[src/rtl/spi_key_if.sv]
// Pin-side and result-side signals of the keyboard SPI link, bundled for the receiver.
// The master modport is the side that drives the SPI pins and observes the results.
interface spi_key_if #(
    parameter int FRAME_BITS = 8
);
    logic                  key_sck;
    logic                  key_mosi;
    logic                  key_cs_n;
    logic [FRAME_BITS-1:0] key;
    logic                  key_strobe;
    logic                  frame_err;
    logic                  busy;
    logic [1:0]            dbg_state;

    modport master (
        output key_sck, key_mosi, key_cs_n,
        input  key, key_strobe, frame_err, busy, dbg_state
    );

    modport slave (
        input  key_sck, key_mosi, key_cs_n,
        output key, key_strobe, frame_err, busy, dbg_state
    );
endinterface

[src/rtl/spi_key_receiver.sv]
// Oversampled SPI mode-0 slave that captures 8-bit key codes from the keyboard MCU.
// No logic runs on sck; all pins pass through synchronizers and edge detectors on clk.
module spi_key_receiver #(
    parameter int SYNC_STAGES    = 2,
    parameter int FRAME_BITS     = 8,
    parameter int TIMEOUT_CYCLES = 4096
) (
    input  logic       clk,
    input  logic       rst,
    spi_key_if.slave   spi
);
    localparam int CW = $clog2(FRAME_BITS + 1);
    localparam int TW = $clog2(TIMEOUT_CYCLES);
    localparam logic [CW-1:0] FULL_CNT = CW'(FRAME_BITS);
    localparam logic [TW-1:0] TMO_LAST = TW'(TIMEOUT_CYCLES - 1);

    // dbg_state exposes the encoding below: IDLE=0, SHIFT=1, ERR=2.
    // The frame handshake is cs_n framing only: a frame is accepted when cs_n rises after
    // exactly FRAME_BITS sck rises; key_strobe then marks the one cycle key was updated.
    typedef enum logic [1:0] {
        IDLE  = 2'd0,
        SHIFT = 2'd1,
        ERR   = 2'd2
    } state_t;

    logic [SYNC_STAGES-1:0] r_sck_sync;
    logic [SYNC_STAGES-1:0] r_mosi_sync;
    logic [SYNC_STAGES-1:0] r_cs_sync;
    logic                   r_sck_d;
    logic                   r_cs_d;

    state_t                 r_state;
    logic [CW-1:0]          r_bit_cnt;
    logic [TW-1:0]          r_timer;
    logic [FRAME_BITS-1:0]  r_shreg;
    logic [FRAME_BITS-1:0]  r_key;
    logic                   r_key_strobe;
    logic                   r_frame_err;

    logic w_s_sck;
    logic w_s_mosi;
    logic w_s_cs_n;
    logic w_sck_rise;
    logic w_cs_fall;
    logic w_cs_rise;

    assign w_s_sck    = r_sck_sync[SYNC_STAGES-1];
    assign w_s_mosi   = r_mosi_sync[SYNC_STAGES-1];
    assign w_s_cs_n   = r_cs_sync[SYNC_STAGES-1];
    assign w_sck_rise = w_s_sck & ~r_sck_d;
    assign w_cs_fall  = ~w_s_cs_n & r_cs_d;
    assign w_cs_rise  = w_s_cs_n & ~r_cs_d;

    // cs_n resets high so that a held-low cs_n at reset release reads as a fresh frame start.
    always_ff @(posedge clk or posedge rst) begin
        if (rst) begin
            r_sck_sync  <= '0;
            r_mosi_sync <= '0;
            r_cs_sync   <= '1;
            r_sck_d     <= 1'b0;
            r_cs_d      <= 1'b1;
        end else begin
            r_sck_sync  <= {r_sck_sync[SYNC_STAGES-2:0], spi.key_sck};
            r_mosi_sync <= {r_mosi_sync[SYNC_STAGES-2:0], spi.key_mosi};
            r_cs_sync   <= {r_cs_sync[SYNC_STAGES-2:0], spi.key_cs_n};
            r_sck_d     <= w_s_sck;
            r_cs_d      <= w_s_cs_n;
        end
    end

    always_ff @(posedge clk or posedge rst) begin
        if (rst) begin
            r_state      <= IDLE;
            r_bit_cnt    <= '0;
            r_timer      <= '0;
            r_shreg      <= '0;
            r_key        <= '0;
            r_key_strobe <= 1'b0;
            r_frame_err  <= 1'b0;
        end else begin
            r_key_strobe <= 1'b0;
            r_frame_err  <= 1'b0;
            case (r_state)
                IDLE: begin
                    if (w_cs_fall) begin
                        r_state   <= SHIFT;
                        r_bit_cnt <= '0;
                        r_timer   <= '0;
                    end
                end
                SHIFT: begin
                    // cs_rise wins over a coincident sck edge and over the timeout.
                    if (w_cs_rise) begin
                        r_state <= IDLE;
                        r_timer <= '0;
                        if (r_bit_cnt == FULL_CNT) begin
                            r_key        <= r_shreg;
                            r_key_strobe <= 1'b1;
                        end else begin
                            r_frame_err <= 1'b1;
                        end
                    end else if (w_sck_rise) begin
                        r_timer <= '0;
                        if (r_bit_cnt < FULL_CNT) begin
                            r_shreg   <= {r_shreg[FRAME_BITS-2:0], w_s_mosi};
                            r_bit_cnt <= r_bit_cnt + 1'b1;
                        end else begin
                            r_state <= ERR;
                        end
                    end else if (r_timer == TMO_LAST) begin
                        r_state <= ERR;
                        r_timer <= '0;
                    end else begin
                        r_timer <= r_timer + 1'b1;
                    end
                end
                ERR: begin
                    if (w_cs_rise) begin
                        r_state     <= IDLE;
                        r_frame_err <= 1'b1;
                    end
                end
                default: r_state <= IDLE;
            endcase
        end
    end

    assign spi.key        = r_key;
    assign spi.key_strobe = r_key_strobe;
    assign spi.frame_err  = r_frame_err;
    assign spi.busy       = (r_state != IDLE);
    assign spi.dbg_state  = r_state;
endmodule

[src/flat_wrapper.sv]
// flat-port wrapper written by rule: the top's interface ports become plain ports
module spi_key_receiver_flat 
#(
    parameter int SYNC_STAGES    = 2,
    parameter int FRAME_BITS     = 8,
    parameter int TIMEOUT_CYCLES = 4096
)
  (clk, rst, spi_key_sck, spi_key_mosi, spi_key_cs_n, spi_key, spi_key_strobe, spi_frame_err, spi_busy, spi_dbg_state);
  spi_key_if #(.FRAME_BITS(FRAME_BITS)) spi_i ();
  input  logic clk;
  input  logic rst;
  input wire logic [$bits(spi_i.key_sck)-1:0] spi_key_sck;
  input wire logic [$bits(spi_i.key_mosi)-1:0] spi_key_mosi;
  input wire logic [$bits(spi_i.key_cs_n)-1:0] spi_key_cs_n;
  output wire logic [$bits(spi_i.key)-1:0] spi_key;
  output wire logic [$bits(spi_i.key_strobe)-1:0] spi_key_strobe;
  output wire logic [$bits(spi_i.frame_err)-1:0] spi_frame_err;
  output wire logic [$bits(spi_i.busy)-1:0] spi_busy;
  output wire logic [$bits(spi_i.dbg_state)-1:0] spi_dbg_state;
  assign spi_i.key_sck = spi_key_sck;
  assign spi_i.key_mosi = spi_key_mosi;
  assign spi_i.key_cs_n = spi_key_cs_n;
  assign spi_key = spi_i.key;
  assign spi_key_strobe = spi_i.key_strobe;
  assign spi_frame_err = spi_i.frame_err;
  assign spi_busy = spi_i.busy;
  assign spi_dbg_state = spi_i.dbg_state;
  spi_key_receiver #(.SYNC_STAGES(SYNC_STAGES), .FRAME_BITS(FRAME_BITS), .TIMEOUT_CYCLES(TIMEOUT_CYCLES)) u_core (.clk(clk), .rst(rst), .spi(spi_i));
endmodule
[config.mk]
export PLATFORM = sky130hd
export DESIGN_NAME = spi_key_receiver_flat
export DESIGN_NICKNAME = d
export VERILOG_FILES = /design/src/rtl/spi_key_if.sv /design/src/rtl/spi_key_receiver.sv /design/src/flat_wrapper.sv
export SDC_FILE = /design/constraint.sdc
export NUM_CORES = 1
export LEC_CHECK = 0
export ABC_AREA = 1
export CAP_MARGIN = 0
export CORE_MARGIN = 8
export CORE_UTILIZATION = 51
export DETAILED_ROUTE_END_ITERATION = 16
export GPL_TIMING_DRIVEN = 0
export HOLD_SLACK_MARGIN = 0.03
export PLACE_DENSITY = 0.74
export SYNTH_ARGS = -nofsm -noshare
export SYNTH_HDL_FRONTEND = slang
export SYNTH_SLANG_ARGS = --single-unit
[constraint.sdc]
create_clock -name clk -period 1.5 [get_ports clk]
set_clock_uncertainty 0.2 [all_clocks]
set_input_delay 0.225 -clock clk [delete_from_list [all_inputs] [get_ports clk]]
set_output_delay 0.225 -clock clk [all_outputs]
set_load 0.02 [all_outputs]
* Word-level counts from Yosys, hierarchy flattened
Index checks and enable logic that the tools add are counted.
Operators by class: $add $sub $neg 2, $lt $le $gt $ge 1, mux-type cells 24, reduce and logical (&&, ||, !) cells 8, bitwise gates (word level) 7, divide/modulo/power cells 0, multipliers 0, eq/ne operators 11, shift operators 0
Operator list (count):
- $mux W12 | 4
- $pmux W12 S2 | 1
- $mux W4 | 4
- $add A12 B1 Y12 const B | 1
- $eq A12 B12 Y1 const B | 1
- $mux W2 | 6
- $ne A2 B1 Y1 const B | 4
- $pmux W4 S2 | 1
- $reduce_and A4 Y1 | 2
- $mux W1 | 6
- $pmux W2 S3 | 1
- $reduce_and A5 Y1 | 1
- $add A4 B1 Y4 const B | 1
- $eq A4 B4 Y1 const B | 1
- $lt A4 B4 Y1 const B | 1
- $ne A4 B1 Y1 const B | 1
- $ne A4 B4 Y1 const B | 1
- $not A1 Y1 | 4
- $reduce_bool A2 Y1 | 2
- $and A1 B1 Y1 | 3
- $reduce_and A3 Y1 | 1
- $eq A2 B1 Y1 const B | 1
- $eq A2 B2 Y1 const B | 1
- $logic_not A2 Y1 | 1
- other kinds (3) | 3
Storage, ports and cells: bits in read-only memories 0, output and inout port bits 13, word-level logic and storage cells 65, RAM bits 0, bits in latches 0, register bits after elaboration 44, bits of input ports 5, memories kept 0

* Logic depth before layout (Yosys ltp)
depth in word-level cells 5, depth in mapped cells 11, mapped depth without buffers 10

* Worst setup path after synthesis
OpenSTA, ideal clock, no wires.
path type register to register, from register u_core.r_state[0], in the netlist u_core.spi.dbg_state[0], to register u_core.r_timer[10], library setup time 0.113 ns, stages on the path, launching flop included 12, buffers on the path 1, clock period less this slack 1.840 ns, data required time 1.187 ns, data arrival time 1.528 ns, setup slack -0.340 ns, cell sequence dfrtp_1 > inv_1 > ha_1 > inv_1 > nand2_1 > nand2_1 > buf_6 > nand2_1 > nor2_1 > nor2_1 > nand2_1 > inv_1
On the way: cells in the longest elaborated chain, start to end 3, elaborated cells on any way between the ends 6, those cells by class eq/ne: 2; mux: 1; reduce/logical: 3
Ends and longest elaborated chain:
- from (decl) | line spi_key_receiver.sv:32 | state_t r_state;
- from (signal assigned) | line spi_key_receiver.sv:73 | r_state <= IDLE;
- from (signal assigned) | line spi_key_receiver.sv:86 | r_state <= SHIFT;
- from (signal assigned) | line spi_key_receiver.sv:94 | r_state <= IDLE;
- $logic_not A2 Y1 or $eq A2 B1 Y1 (tied branches) | line spi_key_receiver.sv:83 | case (r_state)
- $ne A2 B1 Y1 (no source line) or $reduce_bool A2 Y1 (tied branches)
- $reduce_and A2 Y1 (no source line)
- to (signal assigned) | line spi_key_receiver.sv:114 | r_timer <= r_timer + 1'b1;
- to (decl) | line spi_key_receiver.sv:34 | logic [TW-1:0] r_timer;
Parallel ways exist; a longest one is shown, timed or not. A chain may end at the register's enable or synchronous reset.

* Worst setup path after layout
from register u_core.r_state[0], in the netlist u_core.spi.dbg_state[0], to register u_core.r_timer[3]
The elaborated chain is that of the path after synthesis.

==> flow_metrics.tcl <==
set metrics [dict create \
    status "complete, but fails checks" \
    violations "negative setup slack" \
    cp-endpoint "u_core.r_timer[3]" \
    netlist_instances 250 \
    syn_area_mm2 0.00214 \
    die_area_mm2 0.00652 \
    grt_util_met3_pct 3.31 \
    yosysTopAreaCellShare_pct 48.0 \
    synthSimpleGateAreaFrac_pct 27.3 \
    worstSetupStartpointType "flop" \
    min_path_type "primary input to flop" \
    htreeDepth 2 \
    antenna_left 0 \
    required_ns 1.48 \
    fp.dieH_um 80.8 \
    powerDensity_mw_per_mm2 1380 \
    gr-usage-met2_pct 27.3 \
    clkTransAtPathRegs_ns 0.09 \
    grt-busiest-layer "met2" \
    synth_ff_type "dfrtp_1" \
    overflow 0 \
    insertion_delay_ns 0.29 \
    drt_iter0_drc 141 \
    async_flop_share_pct 100 \
    synth.top_cells.by_area "dfrtp_1 48%, nand2_1 13%, inv_1 6.8%" \
    portBuffers 17 \
    synth_top_family_by_area "simple AND/OR/NAND/NOR gates" \
    grt_pass1_vias 1855 \
    setup_viol_count_final 36 \
    muxShareOfSynthArea_pct 0 \
    dp_hpwl_mm 3.00 \
    cts_root_buffer "clkbuf_8" \
    routabilityCongestion 0.806 \
    synth-xor-area-share_pct 1.23 \
    timing.final.crit_share_pct 114 \
    rsz0062_at_grt "true" \
    initial_core_util_pct 53.1 \
    irDropWorstVdd_mv 0.726 \
    reg2reg_depth 8 \
    drive_gt1_share_pct 40.5 \
    synth_edf_count 0 \
    areaGrowthSynthToFinish_pct 44.2 \
    fin_ws_ns -0.213 \
    crit_arrival_ns 1.70 \
    r2r_end "u_core.r_timer[3]" \
    synthDistinctLibCells 25 \
    fp.dieW_um 80.8 \
    crit_start "u_core.spi.dbg_state[0]" \
    synth-seq-cells 44 \
    nets 306 \
    synth.largest_area_cell "dfrtp_1" \
    antennaDiodeCount 0 \
    max_slew.worst_pin.slew_ns 0.304 \
    grt_max_degree 34 \
    fin_setup_tns_ns -5.22 \
    cts_tree "done" \
    crit_type "flop to flop" \
    rows 23 \
    ios 18 \
    route.detailed.drc 0 \
    track_usage_pct 15.9 \
    reg2reg_setup_slack_ns -0.21 \
    grt_pass1_wl_mm 8.27 \
    path_max_fanout 5 \
    syn_area_per_cell_um2 8.55 \
    multi_input_area_mm2 0.00116 \
    fillerInstances 260 \
    p_leak_nw 1.47 \
    post-route-util_pct 76.5 \
    maxCapViolCount 0 \
    antenna_found_initial 0 \
    fmax_mhz 584 \
    finalHoldViolCount 0 \
    end_kind "flop" \
    finalCriticalPeriod_ns 1.71 \
    via_count 1797 \
    synth_fa_ha_area_share_pct 3.51 \
    fp.coreArea_mm2 0.00403 \
    relSlewSlack_pct 79.7 \
    ff_latch_area_mm2 0.00111 \
    ys_seq_area_share_pct 51.7 \
    clockBufferDepth 2 \
    synth_compound_area_share_pct 7.31 \
    numClockSinks 44 \
    routed_via_density 5.19 \
    finalMaxSlewViolations 0 \
    synth.net_count 261 \
    first_pass_iters 4 \
    rr_startpoint "u_core.spi.dbg_state[0]" \
    cts_made_buffers 5 \
    synth_commonest_cells "73 x nand2_1, 41 x dfrtp_1, 39 x inv_1" \
    totalWireLength_mm 4.97 \
    wl_per_cell_um 14.4 \
    ys_warn_count 0 \
    grt_use_met1_pct 19.3 \
    yosys.cell_count.top_type "nand2_1" \
]
==> cell usage in the layout (no fill, tap or decap), drive strengths merged <==
| cell type | count |
|---|---|
| o21ai | 21 |
| clkinv | 4 |
| dlygate4sd2 | 8 |
| clkbuf | 6 |
| o21bai | 2 |
| nor3b | 1 |
| dfrtp | 41 |
| nor2 | 26 |
| inv | 38 |
| dlygate4sd3 | 1 |
| xor2 | 3 |
| a21oi | 2 |
| clkinvlp | 1 |
| nand4 | 5 |
| nand3 | 15 |
| clkdlybuf4s15 | 2 |
| clkdlybuf4s50 | 4 |
| ha | 6 |
| nand2 | 79 |
| dfstp | 3 |
| nand3b | 1 |
| buf | 27 |
==> routing by layer <==
metal / vias up / wire length, um
li1: 863 / -
met1: 867 / 2080
met2: 50 / 2560
met3: 17 / 191
met4: 0 / 131
met5: - / 0
==> area by class of cell <==
class | count | share of cell area, %
clock inverters | 2 | 0.528
plain buffers | 4 | 1.87
well taps | 50 | 2.03
flip-flops and latches | 44 | 36.0
clock buffers | 6 | 2.35
multi-input cells | 161 | 37.5
inverters | 41 | 6.49
repair buffers | 38 | 13.2
==> worst min path at each step <==
stage                          start                     to  slack [ns]  cells after the start
6_report                spi_key_cs_n    u_core.r_cs_sync[0]        0.14                      1
5_1_grt                 spi_key_cs_n    u_core.r_cs_sync[0]        0.13                      1
4_1_cts                 spi_key_cs_n    u_core.r_cs_sync[0]        0.14                      1
3_5_place_dp   u_core.r_mosi_sync[0]  u_core.r_mosi_sync[1]        0.15                      0
3_3_place_gp    u_core.r_sck_sync[0]   u_core.r_sck_sync[1]        0.13                      0
2_1_floorplan           spi_key_cs_n    u_core.r_cs_sync[0]        0.03                      0
==> where the power goes <==
group,switching (mW),internal (mW)
clock,0.405,0.331
sequential,0.0981,1.32
combinational,1.17,0.924
total,1.67,2.58
==> registers in the layout, indices dropped and copies added (netlist names) <==
register / cells
u_core.r_bit_cnt: 4
u_core.r_cs_d: 1
u_core.r_cs_sync: 2
u_core.r_mosi_sync: 2
u_core.r_sck_d: 1
u_core.r_sck_sync: 2
u_core.r_shreg: 8
u_core.r_timer: 12
u_core.spi.dbg_state: 2
u_core.spi.frame_err: 1
u_core.spi.key: 8
u_core.spi.key_strobe: 1
==> worst max-delay path, cell delays in order (launching register included) <==
cell	delay (ns)
dfrtp_2	0.45
buf_12	0.14
ha_4	0.19
nand2_4	0.09
nand2_8	0.07
buf_12	0.16
nand2_4	0.08
xor2_4	0.17
nor2_4	0.05
==> repair_timing <==
action,CTS,global route
setup buffers,13,2
endpoints found under the hold margin,11,0
hold buffers,1,0
gates cloned,4,0
resized for setup,97,34
setup endpoints to repair,47,39
pin swaps,17,24
==> stage by stage <==
step	hold WS (ns)	cells	power (mW)	cell area [um^2]	setup WS (ns)
final	0.143	346	4.25	3080	-0.213
after global routing	0.133	346	4.48	3080	-0.244
after CTS	0.140	344	4.05	2940	-0.170
after detailed placement	0.148	318	2.60	2460	-0.213
after global placement	0.133	317	2.55	2440	-0.987
after floorplan	0.0295	250	2.29	2210	-0.0954
==> cells by family (layout without fill, tap and decap cells) <==
logic type,count (synthesis),after routing
fa+ha+maj,6,6
compound gates,25,25
xor+xnor,3,3
buf+inv,45,91
flops,44,44
simple gates,127,127
(Power assumes the default switching activity.)
